<file path="config.mk">
export PLATFORM = sky130hd
export DESIGN_NAME = cmp_frame_minmax_flat
export DESIGN_NICKNAME = d
export VERILOG_FILES = /design/src/rtl/cmp_frame_minmax_pkg.sv /design/src/rtl/cmp_frame_minmax_if.sv /design/src/rtl/cmp_frame_minmax.sv /design/src/flat_wrapper.sv
export SDC_FILE = /design/constraint.sdc
export NUM_CORES = 1
export LEC_CHECK = 0
export ABC_AREA = 1
export ABC_CLOCK_PERIOD_IN_PS = 1800
export BUFFER_PORTS_ARGS = -buffer_cell sky130_fd_sc_hd__clkbuf_2
export CORE_UTILIZATION = 48
export DETAILED_ROUTE_END_ITERATION = 7
export PLACE_DENSITY = 0.86
export SLEW_MARGIN = 20
export SYNTH_ARGS = -nofsm -noshare
export SYNTH_HDL_FRONTEND = slang
export SYNTH_SLANG_ARGS = --single-unit
</file>
<file path="constraint.sdc">
create_clock -name clk -period 1.8 [get_ports clk]
set_input_delay 0.09 -clock clk [delete_from_list [all_inputs] [get_ports clk]]
set_output_delay 0.09 -clock clk [all_outputs]
set_load 0.05 [all_outputs]
</file>
<file path="src/rtl/cmp_frame_minmax_pkg.sv">
// Shared types and comparator-flag decode for the frame min/max tracker.
`default_nettype none

package cmp_pkg;

  typedef enum logic [1:0] {
    S_WAIT   = 2'd0,
    S_CMPMAX = 2'd1,
    S_CMPMIN = 2'd2,
    S_DONE   = 2'd3
  } state_t;

  // X<Y signed: the sign of X-Y is wrong exactly when the subtraction overflowed
  function automatic logic signed_lt(input logic v, input logic n);
    return n ^ v;
  endfunction

  function automatic logic signed_gt(input logic v, input logic n, input logic z);
    return ~z & ~(n ^ v);
  endfunction

endpackage

`default_nettype wire

</file>
<file path="src/rtl/cmp_frame_minmax_if.sv">
// Sample-in / result-out handshake bundle for cmp_frame_minmax.
`default_nettype none

interface cmp_frame_minmax_if #(
  parameter int N  = 32,
  parameter int CW = 16
);
  logic          in_valid;
  logic [N-1:0]  in_data;
  logic          in_last;
  logic          in_ready;
  logic          out_valid;
  logic          out_ready;
  logic [N-1:0]  out_min;
  logic [N-1:0]  out_max;
  logic [CW-1:0] out_count;

  modport slave (
    input  in_valid, in_data, in_last, out_ready,
    output in_ready, out_valid, out_min, out_max, out_count
  );

  modport master (
    output in_valid, in_data, in_last, out_ready,
    input  in_ready, out_valid, out_min, out_max, out_count
  );
endinterface

`default_nettype wire

</file>
<file path="src/rtl/cmp_frame_minmax.sv">
// Streaming signed min/max tracker over a frame, sharing one external comparator
// between the max-compare and min-compare of each sample.
`default_nettype none

module cmp_frame_minmax
  import cmp_pkg::*;
#(
  parameter int N  = 32,
  parameter int CW = 16
) (
  input  logic                  clk,
  input  logic                  reset_n,
  cmp_frame_minmax_if.slave     st,
  output logic [N-1:0]          cmp_x,
  output logic [N-1:0]          cmp_y,
  input  logic                  cmp_v,
  input  logic                  cmp_n,
  input  logic                  cmp_z
);
  localparam logic [CW-1:0] CNT_MAX = '1;

  state_t        state, state_nxt;
  logic [N-1:0]  sample_q, sample_nxt;
  logic [N-1:0]  min_q, min_nxt;
  logic [N-1:0]  max_q, max_nxt;
  logic [CW-1:0] count_q, count_nxt;
  logic          last_q, last_nxt;
  logic          in_ready, out_valid;

  always_ff @(posedge clk or negedge reset_n) begin
    if (!reset_n) begin
      state <= S_WAIT;
    end else begin
      state <= state_nxt;
    end
  end

  always_ff @(posedge clk or negedge reset_n) begin
    if (!reset_n) begin
      sample_q <= '0;
      min_q    <= '0;
      max_q    <= '0;
      count_q  <= '0;
      last_q   <= 1'b0;
    end else begin
      sample_q <= sample_nxt;
      min_q    <= min_nxt;
      max_q    <= max_nxt;
      count_q  <= count_nxt;
      last_q   <= last_nxt;
    end
  end

  always_comb begin
    state_nxt  = state;
    sample_nxt = sample_q;
    min_nxt    = min_q;
    max_nxt    = max_q;
    count_nxt  = count_q;
    last_nxt   = last_q;
    cmp_y      = '0;
    in_ready   = 1'b0;
    out_valid  = 1'b0;
    case (state)
      S_WAIT: begin
        in_ready = 1'b1;
        if (st.in_valid) begin
          if (count_q == '0) begin
            // First sample seeds both extremes, no compare needed
            min_nxt   = st.in_data;
            max_nxt   = st.in_data;
            count_nxt = CW'(1);
            if (st.in_last) state_nxt = S_DONE;
          end else begin
            sample_nxt = st.in_data;
            last_nxt   = st.in_last;
            if (count_q != CNT_MAX) count_nxt = count_q + CW'(1);
            state_nxt  = S_CMPMAX;
          end
        end
      end
      S_CMPMAX: begin
        cmp_y = max_q;
        if (signed_gt(cmp_v, cmp_n, cmp_z)) max_nxt = sample_q;
        state_nxt = S_CMPMIN;
      end
      S_CMPMIN: begin
        cmp_y = min_q;
        if (signed_lt(cmp_v, cmp_n)) min_nxt = sample_q;
        state_nxt = last_q ? S_DONE : S_WAIT;
      end
      S_DONE: begin
        out_valid = 1'b1;
        if (st.out_ready) begin
          count_nxt = '0;
          state_nxt = S_WAIT;
        end
      end
      default: state_nxt = S_WAIT;
    endcase
  end

  assign cmp_x        = sample_q;
  assign st.in_ready  = in_ready;
  assign st.out_valid = out_valid;
  assign st.out_min   = min_q;
  assign st.out_max   = max_q;
  assign st.out_count = count_q;
endmodule

`default_nettype wire

</file>
<file path="src/flat_wrapper.sv">
// flat-port wrapper written by rule: the top's interface ports become plain ports
module cmp_frame_minmax_flat import cmp_pkg::*;
#(
  parameter int N  = 32,
  parameter int CW = 16
)
  (clk, reset_n, cmp_x, cmp_y, cmp_v, cmp_n, cmp_z, st_in_valid, st_in_data, st_in_last, st_out_ready, st_in_ready, st_out_valid, st_out_min, st_out_max, st_out_count);
  cmp_frame_minmax_if #(.N(N), .CW(CW)) st_i ();
  input  logic clk;
  input  logic reset_n;
  output logic [N-1:0] cmp_x;
  output logic [N-1:0] cmp_y;
  input  logic cmp_v;
  input  logic cmp_n;
  input  logic cmp_z;
  input wire logic [$bits(st_i.in_valid)-1:0] st_in_valid;
  input wire logic [$bits(st_i.in_data)-1:0] st_in_data;
  input wire logic [$bits(st_i.in_last)-1:0] st_in_last;
  input wire logic [$bits(st_i.out_ready)-1:0] st_out_ready;
  output wire logic [$bits(st_i.in_ready)-1:0] st_in_ready;
  output wire logic [$bits(st_i.out_valid)-1:0] st_out_valid;
  output wire logic [$bits(st_i.out_min)-1:0] st_out_min;
  output wire logic [$bits(st_i.out_max)-1:0] st_out_max;
  output wire logic [$bits(st_i.out_count)-1:0] st_out_count;
  assign st_i.in_valid = st_in_valid;
  assign st_i.in_data = st_in_data;
  assign st_i.in_last = st_in_last;
  assign st_i.out_ready = st_out_ready;
  assign st_in_ready = st_i.in_ready;
  assign st_out_valid = st_i.out_valid;
  assign st_out_min = st_i.out_min;
  assign st_out_max = st_i.out_max;
  assign st_out_count = st_i.out_count;
  cmp_frame_minmax #(.N(N), .CW(CW)) u_core (.clk(clk), .reset_n(reset_n), .st(st_i), .cmp_x(cmp_x), .cmp_y(cmp_y), .cmp_v(cmp_v), .cmp_n(cmp_n), .cmp_z(cmp_z));
endmodule
</file>
==> impl_metrics.tcl, run 1 <==
set metrics [dict create \
    final_core_utilization 0.751 \
    die_width_um 118 \
    ys_seq_elements 115 \
    timing.hold.worst.class "input port to flop" \
    r2r_cells 9 \
    tritoncts.num_buffers 17 \
    drv_cap 0 \
    endpoint "cmp_y[15]" \
    crit_family "buffers and inverters" \
    grt_setup_unrepaired "true" \
    max-clock-path-buffers 2 \
    slew-limit-headroom 0.663 \
    path_max_fanout 6 \
    critical_path.cell_chain "inv_2, buf_6, ha_4, clkinv_8, buf_16, a21oi_4, buf_8" \
    synth_mux_area_frac 0 \
    postRouteWirelength_um 21400 \
    critical_path_depth 7 \
    post_synthesis_to_final_layout_area_growth_pct 53.1 \
    yosysUniqueCellTypes 31 \
    postRouteAntennaNets 0 \
    r2r-start "u_core.state[1]" \
    globalRoute.totalOverflow 0 \
    achievable-frequency_mhz 526 \
    rr_endpoint "u_core.st.out_min[12]" \
    layout.nets 1096 \
    synth_edf_count 0 \
    failed_checks "setup timing" \
    floorplan.rows 42 \
    mapped_area_mm2 0.00647 \
    first_global_vias 6533 \
    clock_tree.htree_level_count 4 \
    post_route_cells_drive_above_1_share 0.396 \
    synth_commonest_cells "290 x sky130_fd_sc_hd__nand2_1, 115 x sky130_fd_sc_hd__dfrtp_1, 87 x sky130_fd_sc_hd__o21ai_2" \
    dr_total_vias 6704 \
    cpPeakStageDelay_ps 360 \
    netlist.top_cell.by_area "sky130_fd_sc_hd__dfrtp_1" \
    post_dp_cell_area_mm2 0.00820 \
    synth_area_per_cell_um2 8.11 \
    synth_nets 845 \
    synth-compound-area-share 0.235 \
    critPathCaptureType "output port" \
    num_antenna_cells 0 \
    final_critical_delay_including_setup_and_external_delays_ps 1900 \
    final_critical_path_setup_slack_ps -102 \
    critical_path_arrival_ps 1810 \
    post_synth_inst_count 798 \
    crit_start "u_core.state[0]" \
    clk_root_buffer_cell "sky130_fd_sc_hd__clkbuf_16" \
    outcome "complete, but fails checks" \
    hold_viol_final 0 \
    rrSetupSlack_ps 70 \
    clock_tree_from_tritoncts "done" \
    dieHeight_um 118 \
    critical_path.n_buffers_inverters 5 \
    report.final.slew_viol_count 0 \
    yosysWarningCount 0 \
    combinational_family_with_the_most_area_after_synthesis "compound AO/OA/AOI/OAI gates" \
    fraction_of_the_mapped_netlist_area_in_adder_cells 0.0135 \
    floorplan.die_area_mm2 0.0140 \
    clock_latency_ps 410 \
    drt_iter0_markers 516 \
    tightestPinTransition_ps 505 \
    detailedPlacementHpwl_um 12000 \
    critPathLaunchType "flop" \
    drt_first_pass_iters 5 \
    library_cell_with_the_highest_instance_count_after_synthesis "sky130_fd_sc_hd__nand2_1" \
    finalClockSkew_ps 9.74 \
    post-route-cell-area_mm2 0.00991 \
    start_util 0.491 \
    yosys_top_cell_area_share 0.445 \
    antenna_found_initial 0 \
    viasPerCell 5.42 \
    grt_pass1_wl_um 33200 \
    clock_pin_slew_reported_for_the_worst_setup_and_hold_paths_after_clock_tree_synthesis_ps 50 \
    drcViolationCount 0 \
    core_area_mm2 0.0132 \
    synth.area.top_cells "sky130_fd_sc_hd__dfrtp_1 44%, sky130_fd_sc_hd__nand2_1 17%, sky130_fd_sc_hd__o21ai_2 12%, sky130_fd_sc_hd__o21a_1 3.7%, sky130_fd_sc_hd__o21ai_0 3.6%" \
    hold_slack_ps 125 \
    crit_path_top_delay_cell "sky130_fd_sc_hd__dfrtp_1" \
    tritoncts_num_sinks 115 \
    crit_required_ps 1710 \
    seq_area_frac_synth 0.445 \
    ys.flop_type "sky130_fd_sc_hd__dfrtp_1" \
    numPortBuffers 185 \
    placement.setup.worst_slack_ps 9.19 \
    gp_routability_congestion 0.874 \
    grt.total_usage 0.306 \
    design.portCount 186 \
    synth_simple_gate_area_share 0.216 \
    holdCritStartpoint "st_in_valid" \
    maximum_number_of_pins_on_one_net_before_global_route_repair 42 \
    setup.worst_path.class "flop to output port" \
    setup-violations-final 32 \
    synth_async_reset_ratio 1.00 \
    synth_xor_area_frac 0.00541 \
    avgRoutedWirePerCell_um 17.3 \
    final_clock_period_utilization_by_the_worst_path 1.06 \
]
## routing by layer
layer / global-route usage / routed length [um] / vias up
li1: - / - / 3085
met1: 0.365 / 8350 / 3179
met2: 0.513 / 10600 / 351
met3: 0.0625 / 1300 / 89
met4: 0.172 / 1140 / 0
met5: 0 / 0 / -
## worst reg2reg max path, cell delays in order (launching register included)
cell and delay [ps]:
sky130_fd_sc_hd__dfrtp_1 390, sky130_fd_sc_hd__buf_4 150, sky130_fd_sc_hd__ha_4 220, sky130_fd_sc_hd__inv_1 70
sky130_fd_sc_hd__o21ai_1 220, sky130_fd_sc_hd__nand3_4 100, sky130_fd_sc_hd__buf_12 170, sky130_fd_sc_hd__clkbuf_16 160
sky130_fd_sc_hd__nand2_1 90, sky130_fd_sc_hd__o21ai_2 60
## what timing repair did
| action | CTS | global route |
|---|---|---|
| setup buffers | 4 | 4 |
| hold endpoints to repair | 64 | 0 |
| gates cloned | 6 | 4 |
| setup endpoints to repair | 32 | 91 |
| hold buffers | 34 | 0 |
| pin swaps | 0 | 4 |
| resized for setup | 81 | 45 |
## per-stage QoR
| stage | setup TNS, ps | std cells |
|---|---|---|
| after floorplan | -1090 | 798 |
| final | -2630 | 1238 |
| after global routing | -4820 | 1238 |
| after CTS | -3530 | 1230 |
| after detailed placement | 0 | 1154 |
| after global placement | 0 | 1154 |
## layout make-up
type	instances	area [um^2]
multi-input combinational	577	3460
inverter	58	230
timing repair buffer	280	2500
clock inverter	9	153
clock buffer	23	468
sequential	115	2880
tap	176	220
fill	850	3280
## how the worst min path moves through the flow
stage                                 end  slack [ps]  depth (start not counted)
floorplan                 u_core.cmp_x[0]        -210                          0
global placement    u_core.st.out_min[20]          90                          1
detailed placement       u_core.cmp_x[20]          90                          1
CTS                         u_core.last_q          90                          4
global route                u_core.last_q         170                          4
finish                      u_core.last_q         130                          4
## state kept, by name (all words and copies together), names as in the netlist
name                 cells
u_core.st.out_min       32
u_core.st.out_count     16
u_core.state             2
u_core.cmp_x            32
u_core.last_q            1
u_core.st.out_max       32
## cells in the final DEF (no fill, tap or decap), drive strengths merged, types with 5 or more instances in the layout
cell type    count
nand2          292
clkbuf         178
o21ai          151
dfrtp          115
buf             90
inv             56
dlygate4sd3     34
a21oi           32
o21a            32
nor2            26
nand3           21
ha               7
nand4            5
## logic make-up (layout without fill, tap and decap cells)
logic type                 after synthesis  in the layout
AOI/OAI and AO/OA                      220            220
xor gates and xnor gates                 4              4
adders and majority gates                7              7
buffers and inverters                  106            370
DFF                                    115            115
and+or+nand+nor                        346            346
Power of run 1 is left out: the tool's default activity adds up to more than one toggle a clock period on the data nets, which glitch-free logic cannot reach.
==> inputs of run 2 (changes only) <==
--- a/config.mk
+++ b/config.mk
@@ -8,9 +8,11 @@
 export ABC_AREA = 1
 export ABC_CLOCK_PERIOD_IN_PS = 1800
 export BUFFER_PORTS_ARGS = -buffer_cell sky130_fd_sc_hd__clkbuf_2
-export CORE_UTILIZATION = 48
+export CELL_PAD_IN_SITES_DETAIL_PLACEMENT = 2
+export CELL_PAD_IN_SITES_GLOBAL_PLACEMENT = 2
+export CORE_UTILIZATION = 27
 export DETAILED_ROUTE_END_ITERATION = 7
-export PLACE_DENSITY = 0.86
+export PLACE_DENSITY = 0.85
 export SLEW_MARGIN = 20
 export SYNTH_ARGS = -nofsm -noshare
 export SYNTH_HDL_FRONTEND = slang
==> run 2 against run 1 <==
Effect of this change:
- the run still ends with setup timing left
- flip-flop and latch count did not move
- utilization fell by 31 points
- final cell count rose by 13%
- non-clock buffer count rose by 14
- die area rose by 76%
- clock skew rose by 7.9 ps
- wire length rose by 74%
- first-iteration DRC count fell by 21%
- count of clock-buffer cells in the layout fell by 6
- via count rose by 8.7%
- critical endpoint is now cmp_y[5]
==> impl_metrics.tcl, run 2 (synthesis gave the netlist of run 1 again) <==
set metrics [dict create \
    die_width_um 157 \
    avgRoutedWirePerCell_um 26.6 \
    crit_required_ps 1710 \
    floorplan.rows 56 \
    floorplan.die_area_mm2 0.0246 \
    finalClockSkew_ps 17.6 \
    drv_cap 0 \
    dr_total_vias 7288 \
    failed_checks "setup timing" \
    critPathCaptureType "output port" \
    crit_family "buffers and inverters" \
    critical_path.cell_chain "inv_2, buf_4, ha_4, inv_8, buf_16, a21oi_4, buf_8" \
    drt_first_pass_iters 5 \
    hold_viol_final 0 \
    fill_cells 2522 \
    setup.worst_path.class "flop to output port" \
    grt.total_usage 0.266 \
    viasPerCell 5.21 \
    timing.hold.worst.class "input port to flop" \
    drt_iter0_markers 409 \
    tightestPinTransition_ps 587 \
    final_cell_mix "263 x sky130_fd_sc_hd__nand2_1, 152 x sky130_fd_sc_hd__clkbuf_2, 112 x sky130_fd_sc_hd__dfrtp_1" \
    final_critical_delay_including_setup_and_external_delays_ps 2080 \
    clock_tree.htree_level_count 4 \
    drcViolationCount 0 \
    outcome "complete, but fails checks" \
    achievable-frequency_mhz 481 \
    clock_latency_ps 440 \
    post_route_cells_drive_above_1_share 0.435 \
    post_synthesis_to_final_layout_area_growth_pct 61.2 \
    critical_path_arrival_ps 1990 \
    clk_root_buffer_cell "sky130_fd_sc_hd__clkbuf_16" \
    clock_tree_from_tritoncts "done" \
    critical_path.n_buffers_inverters 5 \
    globalRoute.totalOverflow 0 \
    dieHeight_um 157 \
    detailedPlacementHpwl_um 18500 \
    placement.setup.worst_slack_ps -38.0 \
    final_critical_path_setup_slack_ps -280 \
    core_area_mm2 0.0235 \
    start_util 0.276 \
    numPortBuffers 185 \
    antenna_found_initial 2 \
    layout_commonest_cell "sky130_fd_sc_hd__nand2_1" \
    postRouteAntennaNets 0 \
    critPathLaunchType "flop" \
    setup-violations-final 83 \
    clock_pin_slew_reported_for_the_worst_setup_and_hold_paths_after_clock_tree_synthesis_ps 70 \
    design.portCount 186 \
    first_global_vias 7874 \
    tritoncts_num_sinks 115 \
    cpPeakStageDelay_ps 410 \
    max-clock-path-buffers 2 \
    path_max_fanout 7 \
    postRouteWirelength_um 37200 \
    crit_path_top_delay_cell "sky130_fd_sc_hd__dfrtp_1" \
    maximum_number_of_pins_on_one_net_before_global_route_repair 43 \
    grt_setup_unrepaired "true" \
    final_clock_period_utilization_by_the_worst_path 1.16 \
    layout.nets 1111 \
    grt_pass1_wl_um 48400 \
    gp_routability_congestion 0.756 \
    report.final.slew_viol_count 0 \
    tritoncts.num_buffers 17 \
    slew-limit-headroom 0.609 \
]
run 2: cell count changes in the layout (fill, tap and decap cells not counted), sizes merged:
cell    change
buf         +8
bufinv      -1
clkinv      +1
diode       +2
inv         +6
nand3       +1
run 2: cell type report:
type                    instances  area (um^2)  share of cell area
diodes                          2         5.00            0.000480
well taps                     319          399              0.0383
multi-input cells             578         3560               0.341
clock inverters                15          196              0.0188
flip-flops and latches        115         2880               0.276
repair buffers                294         2740               0.263
inverters                      58          225              0.0216
clock buffers                  17          425              0.0408
run 2: metal layers:
layer	up-vias	share of wire	GRT usage	routed length (um)
met5	-	0	0	0
met4	0	0.054	0.129	2000
met3	125	0.047	0.0507	1750
met2	292	0.52	0.488	19300
met1	3731	0.38	0.292	14100
li1	3140	-	-	-
run 2: final timing paths:
kind	slack, ps	depth (start not counted)	to	start
worst max-delay path	-280	7	cmp_y[5]	u_core.state[0]
worst min-delay path	180	4	u_core.last_q	st_in_valid
worst max register to register	-260	9	u_core.st.out_max[23]	u_core.state[0]
worst min register to register	530	2	u_core.st.out_max[4]	u_core.st.out_max[4]
max in group asynchronous	930	3	u_core.st.out_min[9]	reset_n
min in group asynchronous	200	2	u_core.cmp_x[18]	reset_n
run 2: repair_timing:
action	CTS	global route
hold buffers	34	0
setup buffers	3	10
gates cloned	4	11
pin swaps	6	6
endpoints found under the hold margin	64	0
endpoints found under the setup margin	78	102
resized for setup	68	85
run 2: stage by stage:
| step | hold WS (ps) | setup TNS [ps] | cell area, um^2 | instances | utilization |
|---|---|---|---|---|---|
| after global routing | 183 | -16500 | 10400 | 1397 | 0.444 |
| after detailed placement | 102 | -188 | 8480 | 1302 | 0.361 |
| after global placement | 110 | 0 | 8480 | 1302 | 0.361 |
| final | 177 | -12420 | 10400 | 1398 | 0.444 |
| after CTS | 126 | -5110 | 9850 | 1375 | 0.420 |
| after floorplan | -206 | -1090 | 6830 | 798 | - |
run 2: worst reg2reg max path: cells and delay by family (launching register included):
family / cells / cell delay, ps
AOI/OAI and AO/OA: 1 / 200
adders and majority gates: 1 / 200
buffers and inverters: 3 / 550
DFF: 1 / 410
and+or+nand+nor: 4 / 610
Power of run 2 is left out for the same reason.
==> inputs of run 3 (changes only) <==
--- a/config.mk
+++ b/config.mk
@@ -6,13 +6,13 @@
 export NUM_CORES = 1
 export LEC_CHECK = 0
 export ABC_AREA = 1
-export ABC_CLOCK_PERIOD_IN_PS = 1800
+export ABC_CLOCK_PERIOD_IN_PS = 2600
 export BUFFER_PORTS_ARGS = -buffer_cell sky130_fd_sc_hd__clkbuf_2
 export CELL_PAD_IN_SITES_DETAIL_PLACEMENT = 2
 export CELL_PAD_IN_SITES_GLOBAL_PLACEMENT = 2
-export CORE_UTILIZATION = 27
+export CORE_UTILIZATION = 32
 export DETAILED_ROUTE_END_ITERATION = 7
-export PLACE_DENSITY = 0.85
+export PLACE_DENSITY = 0.94
 export SLEW_MARGIN = 20
 export SYNTH_ARGS = -nofsm -noshare
 export SYNTH_HDL_FRONTEND = slang
==> constraint.sdc (replaced) <==
create_clock -name clk -period 2.6 [get_ports clk]
set_input_delay 0.13 -clock clk [delete_from_list [all_inputs] [get_ports clk]]
set_output_delay 0.13 -clock clk [all_outputs]
set_load 0.05 [all_outputs]
==> run 3 against run 2 <==
Effect of this change:
- the run now ends clean
- clock skew is 3.1 ps lower
- count of clock-buffer cells in the layout did not move
- worst setup slack better by 440 ps
- wire length fell by 30%
- utilization down 1.0 points
- global-route usage decreased by 0.49 points
- non-clock buffer count is 62 lower
- flip-flop and latch count did not move
- final area fell by 18%
==> impl_metrics.tcl, run 3 (synthesis gave the netlist of run 1 again) <==
set metrics [dict create \
    outcome "finished clean" \
    postRouteWirelength_um 25900 \
    final_clock_period_utilization_by_the_worst_path 0.940 \
    post_dp_cell_area_mm2 0.00760 \
    antenna_found_initial 0 \
    post_synthesis_to_final_layout_area_growth_pct 31.8 \
    post-cts-setup-buffers 0 \
    gp_routability_congestion 0.780 \
    final_core_utilization 0.434 \
    hold_viol_final 0 \
    layout_commonest_cell "sky130_fd_sc_hd__nand2_1" \
    num_antenna_cells 0 \
    crit_family "buffers and inverters" \
    clock_tree.htree_level_count 4 \
    timing.setup.tns_ps 0 \
    timing.hold.worst.class "input port to flop" \
    crit_path_top_delay_cell "sky130_fd_sc_hd__ha_2" \
    layout.nets 1048 \
    dr_total_vias 6549 \
    crit_required_ps 2470 \
    critPathCaptureType "output port" \
    design.portCount 186 \
    clk_root_buffer_cell "sky130_fd_sc_hd__clkbuf_16" \
    critPathLaunchType "flop" \
    post-route-cell-area_mm2 0.00853 \
    drv_cap 0 \
    report.final.slew_viol_count 0 \
    final_cell_mix "290 x sky130_fd_sc_hd__nand2_1, 184 x sky130_fd_sc_hd__clkbuf_2, 115 x sky130_fd_sc_hd__dfrtp_1" \
    drt_first_pass_iters 4 \
    tightestPinTransition_ps 557 \
    critical_path.cell_chain "inv_1, ha_2, buf_12, nand2_1, a21oi_1, clkbuf_2" \
    clock_tree_from_tritoncts "done" \
    clock_pin_slew_reported_for_the_worst_setup_and_hold_paths_after_clock_tree_synthesis_ps 50 \
    setup.worst_path.class "flop to output port" \
    floorplan.rows 51 \
    dieHeight_um 144 \
    grt_pass1_wl_um 40900 \
    max-clock-path-buffers 2 \
    core_area_mm2 0.0197 \
    slew-limit-headroom 0.628 \
    viasPerCell 5.12 \
    first_global_vias 7411 \
    path_max_fanout 24 \
    tritoncts_num_sinks 115 \
    achievable-frequency_mhz 409 \
    postRouteAntennaNets 0 \
    drt_iter0_markers 223 \
    critical_path_arrival_ps 2310 \
    hold_slack_ps 18.6 \
    setup-violations-final 0 \
    maximum_number_of_pins_on_one_net_before_global_route_repair 98 \
    globalRoute.totalOverflow 0 \
    drcViolationCount 0 \
    finalClockSkew_ps 14.5 \
    cpPeakStageDelay_ps 440 \
    critical_path.n_buffers_inverters 3 \
    floorplan.die_area_mm2 0.0208 \
    start_util 0.329 \
    rrSetupSlack_ps 420 \
    grt_setup_unrepaired "false" \
    avgRoutedWirePerCell_um 20.3 \
    final_critical_delay_including_setup_and_external_delays_ps 2440 \
    grt.total_usage 0.261 \
    clock_latency_ps 420 \
    numPortBuffers 185 \
    post_route_cells_drive_above_1_share 0.327 \
    tritoncts.num_buffers 17 \
    detailedPlacementHpwl_um 17100 \
    die_width_um 144 \
]
==> run 3: changes by cell type in the layout (fill, tap and decap cells not counted), moves of 24 or more <==
cell / delta
sky130_fd_sc_hd__a21oi_1: +32
sky130_fd_sc_hd__buf_8: -25
sky130_fd_sc_hd__nand2_2: -24
sky130_fd_sc_hd__buf_4: -25
sky130_fd_sc_hd__a21oi_4: -32
sky130_fd_sc_hd__clkbuf_2: +32
sky130_fd_sc_hd__nand2_1: +27
==> run 3: worst paths after layout <==
check                                       start                endpoint  cells past startpoint
setup / recovery                  u_core.state[1]                cmp_y[8]                      6
hold / removal                     st_in_data[27]        u_core.cmp_x[27]                      3
setup reg to reg           u_core.st.out_count[0]        u_core.cmp_x[17]                     10
hold reg to reg              u_core.st.out_max[5]    u_core.st.out_max[5]                      2
max in group asynchronous                 reset_n  u_core.st.out_count[9]                      3
min in group asynchronous                 reset_n        u_core.cmp_x[10]                      2
==> run 3: worst min-delay path: cells and delay by family <==
family | cells | cell delay, ps
buf+inv | 1 | 120
simple gates | 1 | 80
compound gates | 1 | 60
==> run 3: routing by layer <==
layer / vias up / share of wire / global-route usage
met5: - / 0 / 0
met4: 0 / 0.034 / 0.123
li1: 2992 / - / -
met3: 59 / 0.035 / 0.0474
met1: 3310 / 0.40 / 0.290
met2: 188 / 0.53 / 0.480
==> run 3: what timing repair did <==
item                       in CTS  in global routing
gates resized for setup         0                  1
setup endpoints to repair       0                  1
hold buffers                   32                  0
hold endpoints to repair       64                  0
==> run 3: cell type report <==
cell class              count  area [um^2]
inverters                  58          218
multi-input cells         577         3060
clock inverters            15          183
well taps                 265          332
repair buffers            232         1440
clock buffers              17          425
fillers                  2310        11100
flip-flops and latches    115         2880
==> run 3: per-stage QoR <==
step	setup WS [ps]	instances
after floorplan	400	798
after global routing	53.0	1279
final	155	1279
after detailed placement	218	1215
after global placement	486	1215
after CTS	130	1279
Power of run 3 is left out for the same reason.
